[config.mk]
export PLATFORM = sky130hd
export DESIGN_NAME = c5_negate_arb
export DESIGN_NICKNAME = d
export VERILOG_FILES = /design/src/rtl/c5_negate_arb.sv
export SDC_FILE = /design/constraint.sdc
export NUM_CORES = 1
export LEC_CHECK = 0
export CORE_ASPECT_RATIO = 0.75
export CORE_MARGIN = 2
export CORE_UTILIZATION = 42
export CTS_CLUSTER_SIZE = 40
export DETAILED_ROUTE_END_ITERATION = 10
export PLACE_DENSITY = 0.91
export SYNTH_ARGS = -nofsm -noshare
export SYNTH_HDL_FRONTEND = slang
export SYNTH_SLANG_ARGS = --single-unit
[constraint.sdc]
create_clock -name I_clk -period 4.6 [get_ports I_clk]
set_input_delay 0.69 -clock I_clk [delete_from_list [all_inputs] [get_ports I_clk]]
set_output_delay 0.69 -clock I_clk [all_outputs]
set_load 0.1 [all_outputs]
[src/rtl/c5_negate_arb.sv]
// c5_negate_arb: arbiter sharing one c5_negate datapath among N_REQ valid/ready requesters.
// Macro C5_NEGATE_ARB_RR_EN selects round-robin arbitration; undefined gives fixed lowest-index priority.

// c5_negate: wrap-around two's-complement negation with no overflow flag.
module c5_negate #(
    parameter int WIDTH = 32
) (
    input  logic [WIDTH-1:0] a_i,
    output logic [WIDTH-1:0] y_o
);
    assign y_o = {WIDTH{1'b0}} - a_i;
endmodule

module c5_negate_arb #(
    parameter int N_REQ = 4,
    parameter int WIDTH = 32,
    parameter int ID_W  = $clog2(N_REQ)
) (
    input  logic                   I_clk,
    input  logic                   I_reset,
    input  logic [N_REQ-1:0]       I_req_valid,
    input  logic [N_REQ*WIDTH-1:0] I_req_data,
    output logic [N_REQ-1:0]       O_req_ready,
    output logic                   O_rsp_valid,
    output logic [WIDTH-1:0]       O_rsp_data,
    output logic [ID_W-1:0]        O_rsp_id,
    input  logic                   I_rsp_ready
);
    logic             rsp_valid_q, rsp_valid_d;
    logic [WIDTH-1:0] rsp_data_q, rsp_data_d, operand, negated;
    logic [ID_W-1:0]  rsp_id_q, rsp_id_d, gnt_idx, scan_idx;
    logic             found, slot_free, grant;
`ifdef C5_NEGATE_ARB_RR_EN
    logic [ID_W-1:0]  rr_ptr_q, rr_ptr_d;
`endif

    assign slot_free = !rsp_valid_q || I_rsp_ready;

    // Find the first valid requester, scanning upward with wrap from the priority start point.
    always_comb begin
        found    = 1'b0;
        gnt_idx  = '0;
        scan_idx = '0;
        for (int k = 0; k < N_REQ; k++) begin
`ifdef C5_NEGATE_ARB_RR_EN
            scan_idx = rr_ptr_q + ID_W'(k);
`else
            scan_idx = ID_W'(k);
`endif
            if (!found && I_req_valid[scan_idx]) begin
                found   = 1'b1;
                gnt_idx = scan_idx;
            end
        end
    end

    assign grant       = found && slot_free && !I_reset;
    assign O_req_ready = grant ? (N_REQ'(1) << gnt_idx) : '0;
    assign operand     = I_req_data[gnt_idx*WIDTH +: WIDTH];

    c5_negate #(.WIDTH(WIDTH)) u_negate (.a_i(operand), .y_o(negated));

    // Result slot loads on a grant, drains when accepted, otherwise holds.
    always_comb begin
        rsp_valid_d = grant || (rsp_valid_q && !I_rsp_ready);
        rsp_data_d  = grant ? negated : rsp_data_q;
        rsp_id_d    = grant ? gnt_idx : rsp_id_q;
`ifdef C5_NEGATE_ARB_RR_EN
        rr_ptr_d    = grant ? gnt_idx + ID_W'(1) : rr_ptr_q;
`endif
    end

    // Result register and arbitration pointer; reset discards any held result.
    always_ff @(posedge I_clk) begin
        if (I_reset) begin
            rsp_valid_q <= 1'b0;
            rsp_data_q  <= '0;
            rsp_id_q    <= '0;
`ifdef C5_NEGATE_ARB_RR_EN
            rr_ptr_q    <= '0;
`endif
        end else begin
            rsp_valid_q <= rsp_valid_d;
            rsp_data_q  <= rsp_data_d;
            rsp_id_q    <= rsp_id_d;
`ifdef C5_NEGATE_ARB_RR_EN
            rr_ptr_q    <= rr_ptr_d;
`endif
        end
    end

    assign O_rsp_valid = rsp_valid_q;
    assign O_rsp_data  = rsp_data_q;
    assign O_rsp_id    = rsp_id_q;
endmodule
After elaboration in Yosys (flattened, before gate mapping)
Index checks and enable logic that the tools add are counted.
{"block": "op_classes", "n_addsub": 1, "n_shift": 2, "reduce_logical": 14, "mux": 8}
{"cell": "128-bit by 8-bit variable part select with 32-bit output", "count": 1}
{"cell": "1-bit by 32-bit subtractor with 32-bit output, first input constant", "count": 1}
{"cell": "1-bit logical AND", "count": 6}
{"cell": "1-bit zero test", "count": 6}
{"cell": "1-bit two-way mux", "count": 5}
{"cell": "2-bit two-way mux", "count": 2}
{"cell": "4-bit two-way mux", "count": 1}
{"cell": "1-bit by 2-bit left shift with 4-bit output, first input constant", "count": 1}
{"cell": "1-bit logical OR", "count": 2}
{"block": "word_totals", "reg_bits": 35, "elab_cells": 28}

Logic depth before layout (Yosys ltp)
{"block": "depth", "depth_word": 13, "ltp_mapped": 12, "ltp_nobuf": 9}

Modules after synthesis
A second synthesis with hierarchy kept.
{"block": "hier_totals", "hier_cells": 412, "area_unflattened_um2": 3311.9}
{"mod": "c5_negate_arb", "n_inst": 1, "cells_per_inst": 324, "seq_area_each_um2": 700.7, "area_each_um2": 2593.7}
{"mod": "c5_negate", "n_inst": 1, "cells_per_inst": 88, "seq_area_each_um2": 0.0, "area_each_um2": 718.2}

Worst setup path before layout
No wires, ideal clock.
{"block": "synth_path", "path_type": "input to output", "startpoint": "in I_req_valid[0]", "endpoint": "out O_req_ready[1]", "arrival_ns": 3.998, "cell_stages": 8, "required_ns": 3.910, "path_slack_ns": -0.088, "path_cell_list": "buf_2 -> buf_2 -> nor2_1 -> or3_1 -> clkbuf_1 -> clkbuf_1 -> buf_1 -> nor3_1"}
{"block": "synth_between", "elab_chain_cells": 13, "word_cells_on_any_way": 17, "classes_between": "shift (1); mux (8); reduce/logical (8)"}
{"element": "start, declared", "line": "21", "source": "input logic [N_REQ-1:0] I_req_valid,"}
{"element": "1-bit two-way mux *", "line": "50", "source": "if (!found && I_req_valid[scan_idx]) begin"}
{"element": "1-bit zero test", "line": "50"}
{"element": "1-bit logical AND", "line": "50"}
{"element": "1-bit two-way mux", "line": "50"}
{"element": "1-bit zero test", "line": "50"}
{"element": "1-bit logical AND", "line": "50"}
{"element": "1-bit two-way mux", "line": "50"}
{"element": "1-bit zero test", "line": "50"}
{"element": "1-bit logical AND", "line": "50"}
{"element": "1-bit two-way mux", "line": "50"}
{"element": "1-bit logical AND (2 in series)", "line": "57", "source": "assign grant = found && slot_free && !I_reset;"}
{"element": "4-bit two-way mux *", "line": "58", "source": "assign O_req_ready = grant ? (N_REQ'(1) << gnt_idx) : '0;"}
{"element": "end, declared", "line": "23", "source": "output logic [N_REQ-1:0] O_req_ready,"}
Every way passes the cells marked *; elsewhere a longest branch is shown, timed or not.

Worst setup path after layout
{"block": "layout_path", "startpoint": "in I_req_valid[2]", "endpoint": "reg rsp_data_q[29] (netlist: O_rsp_data[29])"}
{"block": "layout_between", "elab_chain_cells": 7, "word_cells_on_any_way": 11, "classes_between": "add/sub (1); shift (1); mux (4); reduce/logical (5)"}
{"element": "1-bit logical AND *", "line": "50"}
{"element": "1-bit two-way mux", "line": "50"}
{"element": "1-bit zero test", "line": "50"}
{"element": "1-bit logical AND", "line": "50"}
{"element": "2-bit two-way mux / 1-bit two-way mux (equally long branches)", "line": "50"}
{"element": "128-bit by 8-bit variable part select with 32-bit output / 1-bit logical AND (equally long branches)", "line": "59, 57"}
{"element": "1-bit by 32-bit subtractor with 32-bit output / 1-bit logical AND (equally long branches)", "line": "11, 57"}
{"element": "end signal, assigned", "line": "84", "source": "rsp_data_q <= rsp_data_d;"}
{"element": "end, declared", "line": "30", "source": "logic [WIDTH-1:0] rsp_data_q, rsp_data_d, operand, negated;"}
Marks and branches as above.
A chain may end at the register's enable or synchronous reset.

==> impl_metrics.env <==
export IMPL_status="finished, final reports clean"
export IMPL_synth_net_count=527
export IMPL_combPwrFrac=0.527
export IMPL_area_growth_pct=63.0
export IMPL_swShare=0.437
export IMPL_layout_commonest_cell="clkdlybuf4s50_1"
export IMPL_max_vdd_ir_drop_uv=226
export IMPL_antenna_found_initial=0
export IMPL_max_freq_ghz=0.260
export IMPL_die_w_um=102
export IMPL_hpwl_um=9690
export IMPL_final_min_clock_period_ns=3.85
export IMPL_clk_pin_slew_worst_paths_ns=0.07
export IMPL_clockRootBuffer="clkbuf_8"
export IMPL_ys_ff_latch=35
export IMPL_path_common_cell="nand3_1"
export IMPL_crit_fanout=20
export IMPL_cts_hold_buf=0
export IMPL_worstSetupPathType="input pin to flop"
export IMPL_port_buffers=173
export IMPL_coreArea_mm2=0.00693
export IMPL_crit_path_end_kind="flop"
export IMPL_skew_ns=0.00489
export IMPL_post_cts_buffers=0
export IMPL_tns_ns=0
export IMPL_worst_endpoint_arrival_ns=4.08
export IMPL_clock_sinks=35
export IMPL_ys_flop_type="dfxtp_1"
export IMPL_maxSlewViolCount=0
export IMPL_drt_wl_total_um=11700
export IMPL_synthCells=391
export IMPL_cts_buffer_depth=2
export IMPL_cpMaxStageDelayCell="clkdlybuf4s50_1"
export IMPL_setup_viol=0
export IMPL_synth_seq_area_share=0.230
export IMPL_rows=26
export IMPL_place_gp_congestion=0.941
export IMPL_fin_util=0.716
export IMPL_grt_usage=0.298
export IMPL_drive_gt1_frac=0.0821
export IMPL_crit_chain="clkdlybuf4s50_1, or3_2, nand2_2, buf_4, a2111oi_1, and2_1, and4b_1, nand3_1, or4_1, nand3_1"
export IMPL_numCtsBuffers=5
export IMPL_drc=0
export IMPL_max_slew_margin_rel=0.323
export IMPL_synth_cell_types=57
export IMPL_hp_class="flop to flop"
export IMPL_p_total_mw=1.33
export IMPL_grt_pass1_wl_um=18400
export IMPL_grt_pass1_vias=3614
export IMPL_dieArea_mm2=0.00795
export IMPL_mostFrequentLayoutCells="clkdlybuf4s50_1 (168), nand3b_1 (41), dfxtp_1 (35), nand2_1 (30), a21oi_1 (23)"
export IMPL_p_clk_frac=0.203
export IMPL_syn_area_mm2=0.00304
export IMPL_ys_warn_count=0
export IMPL_ctsResizeCount=0
export IMPL_p_per_area_mw_per_mm2=268
export IMPL_cts_tree="done"
export IMPL_gr_total_overflow=0
export IMPL_antenna_left=0
export IMPL_drt_first_pass_iters=5
export IMPL_syn_area_per_cell_um2=7.78
export IMPL_hold_viol_final=0
export IMPL_post_route_period_util=0.836
export IMPL_clk_latency_ns=0.29
export IMPL_viasPerCell=5.76
export IMPL_worst_pin_slew_ns=1.01
export IMPL_drt_iter0_drc=272
export IMPL_grt_max_degree=63
export IMPL_required_ns=4.83
export IMPL_synth_top_cell_area_share=0.230
export IMPL_final_nets=683
export IMPL_die_y_um=77.7
export IMPL_start_util=0.439
export IMPL_n_antenna_cell=0
export IMPL_async_flop_share=0
export IMPL_htree_levels=2
export IMPL_critPathMaxStageDelay_ns=0.69
export IMPL_start_kind="input pin"
export IMPL_synth_area_leaders="dfxtp_1 (23%), nand3b_1 (10%), xor2_1 (4.6%)"
export IMPL_max_cap_violations=0
export IMPL_synth_edf_count=0
export IMPL_vias=3718
export IMPL_p_leak_nw=1.70
export IMPL_wl_per_cell_um=18.1
export IMPL_power_switching_mw=0.581
export IMPL_ios=174
export IMPL_p_int_mw=0.750
export IMPL_rsz0062_at_grt="false"
export IMPL_yosysTopAreaCell="dfxtp_1"
export IMPL_pwr_share_seq=0.270
-- flip-flops by register name, indices dropped and copies added (netlist names) --
register	flops
O_rsp_data	32
O_rsp_id	2
O_rsp_valid	1
-- worst paths after layout --
path                   from             end  slack [ns]  cells after the start
max          I_req_valid[2]  O_rsp_data[29]        0.75                     10
max reg2reg     O_rsp_valid  O_rsp_data[29]        2.57                      5
min reg2reg  O_rsp_data[10]  O_rsp_data[10]        0.48                      2
min          O_rsp_data[10]  O_rsp_data[10]        0.48                      2
-- Yosys cell counts (3+ instances only) --
library cell / number
xor2_1: 16
and3_1: 3
nand3b_1: 41
nand2_1: 30
a221oi_1: 7
o21ai_1: 18
nand4bb_1: 5
nand4_1: 8
nor2b_1: 8
nand3_1: 17
o21a_1: 5
a221oi_2: 6
clkbuf_1: 14
a221o_1: 7
inv_1: 5
nor2_1: 18
nor3_1: 6
buf_6: 3
a21oi_1: 23
buf_2: 14
a222oi_1: 4
nor4b_1: 7
o21ai_0: 21
nand2b_1: 4
and2_1: 6
xnor2_1: 11
o221ai_1: 3
dfxtp_1: 35
a22oi_1: 9
-- metal layers --
metal	global-route usage	vias up	part of all wire
li1	-	1783	-
met1	0.411	1714	0.43
met2	0.460	192	0.45
met3	0.0631	29	0.087
met4	0.0987	0	0.026
met5	0	-	0
-- area by class of cell --
class	instances	area (um2)
Clock buffer	5	68.8
Clock inverter	3	43.8
Fill cell	564	1970
Inverter	7	26.3
Multi-Input combinational cell	314	2150
Sequential cell	35	701
Tap cell	98	123
Timing Repair Buffer	184	1850
-- worst max-delay path, delay by kind of cell --
kind | cells | cell delay, ns
compound gates | 1 | 0.64
simple gates | 7 | 1.82
buf+inv | 2 | 0.92
-- power groups by stage --
stage / combinational (mW) / clock, mW / sequential [mW]
floorplan: 0.194 / 0 / 0.621
global placement: 0.689 / 0 / 0.365
detailed placement: 0.696 / 0 / 0.366
CTS: 0.698 / 0.275 / 0.360
global route: 0.736 / 0.284 / 0.363
finish: 0.701 / 0.270 / 0.360
-- cell families after synthesis --
family	count (synthesis)	synth area share
AO/OA/AOI/OAI	118	0.283
XOR/XNOR	27	0.0777
adder cells (fa/ha/maj)	1	0.00411
buffers and inverters	42	0.0674
flip-flops	35	0.230
AND/OR/NAND/NOR	168	0.338
-- metrics by stage --
stage | hold slack (ns) | instance area, um2 | worst slack, ns | cells
2_1_floorplan | 0.931 | 3050 | 0.663 | 391
3_3_place_gp | 0.466 | 4850 | 0.715 | 638
3_5_place_dp | 0.470 | 4850 | 0.533 | 638
4_1_cts | 0.482 | 4960 | 0.830 | 646
5_1_grt | 0.509 | 4960 | 0.580 | 646
6_report | 0.481 | 4960 | 0.754 | 646
No activity file was read; power rests on OpenSTA's default activity.
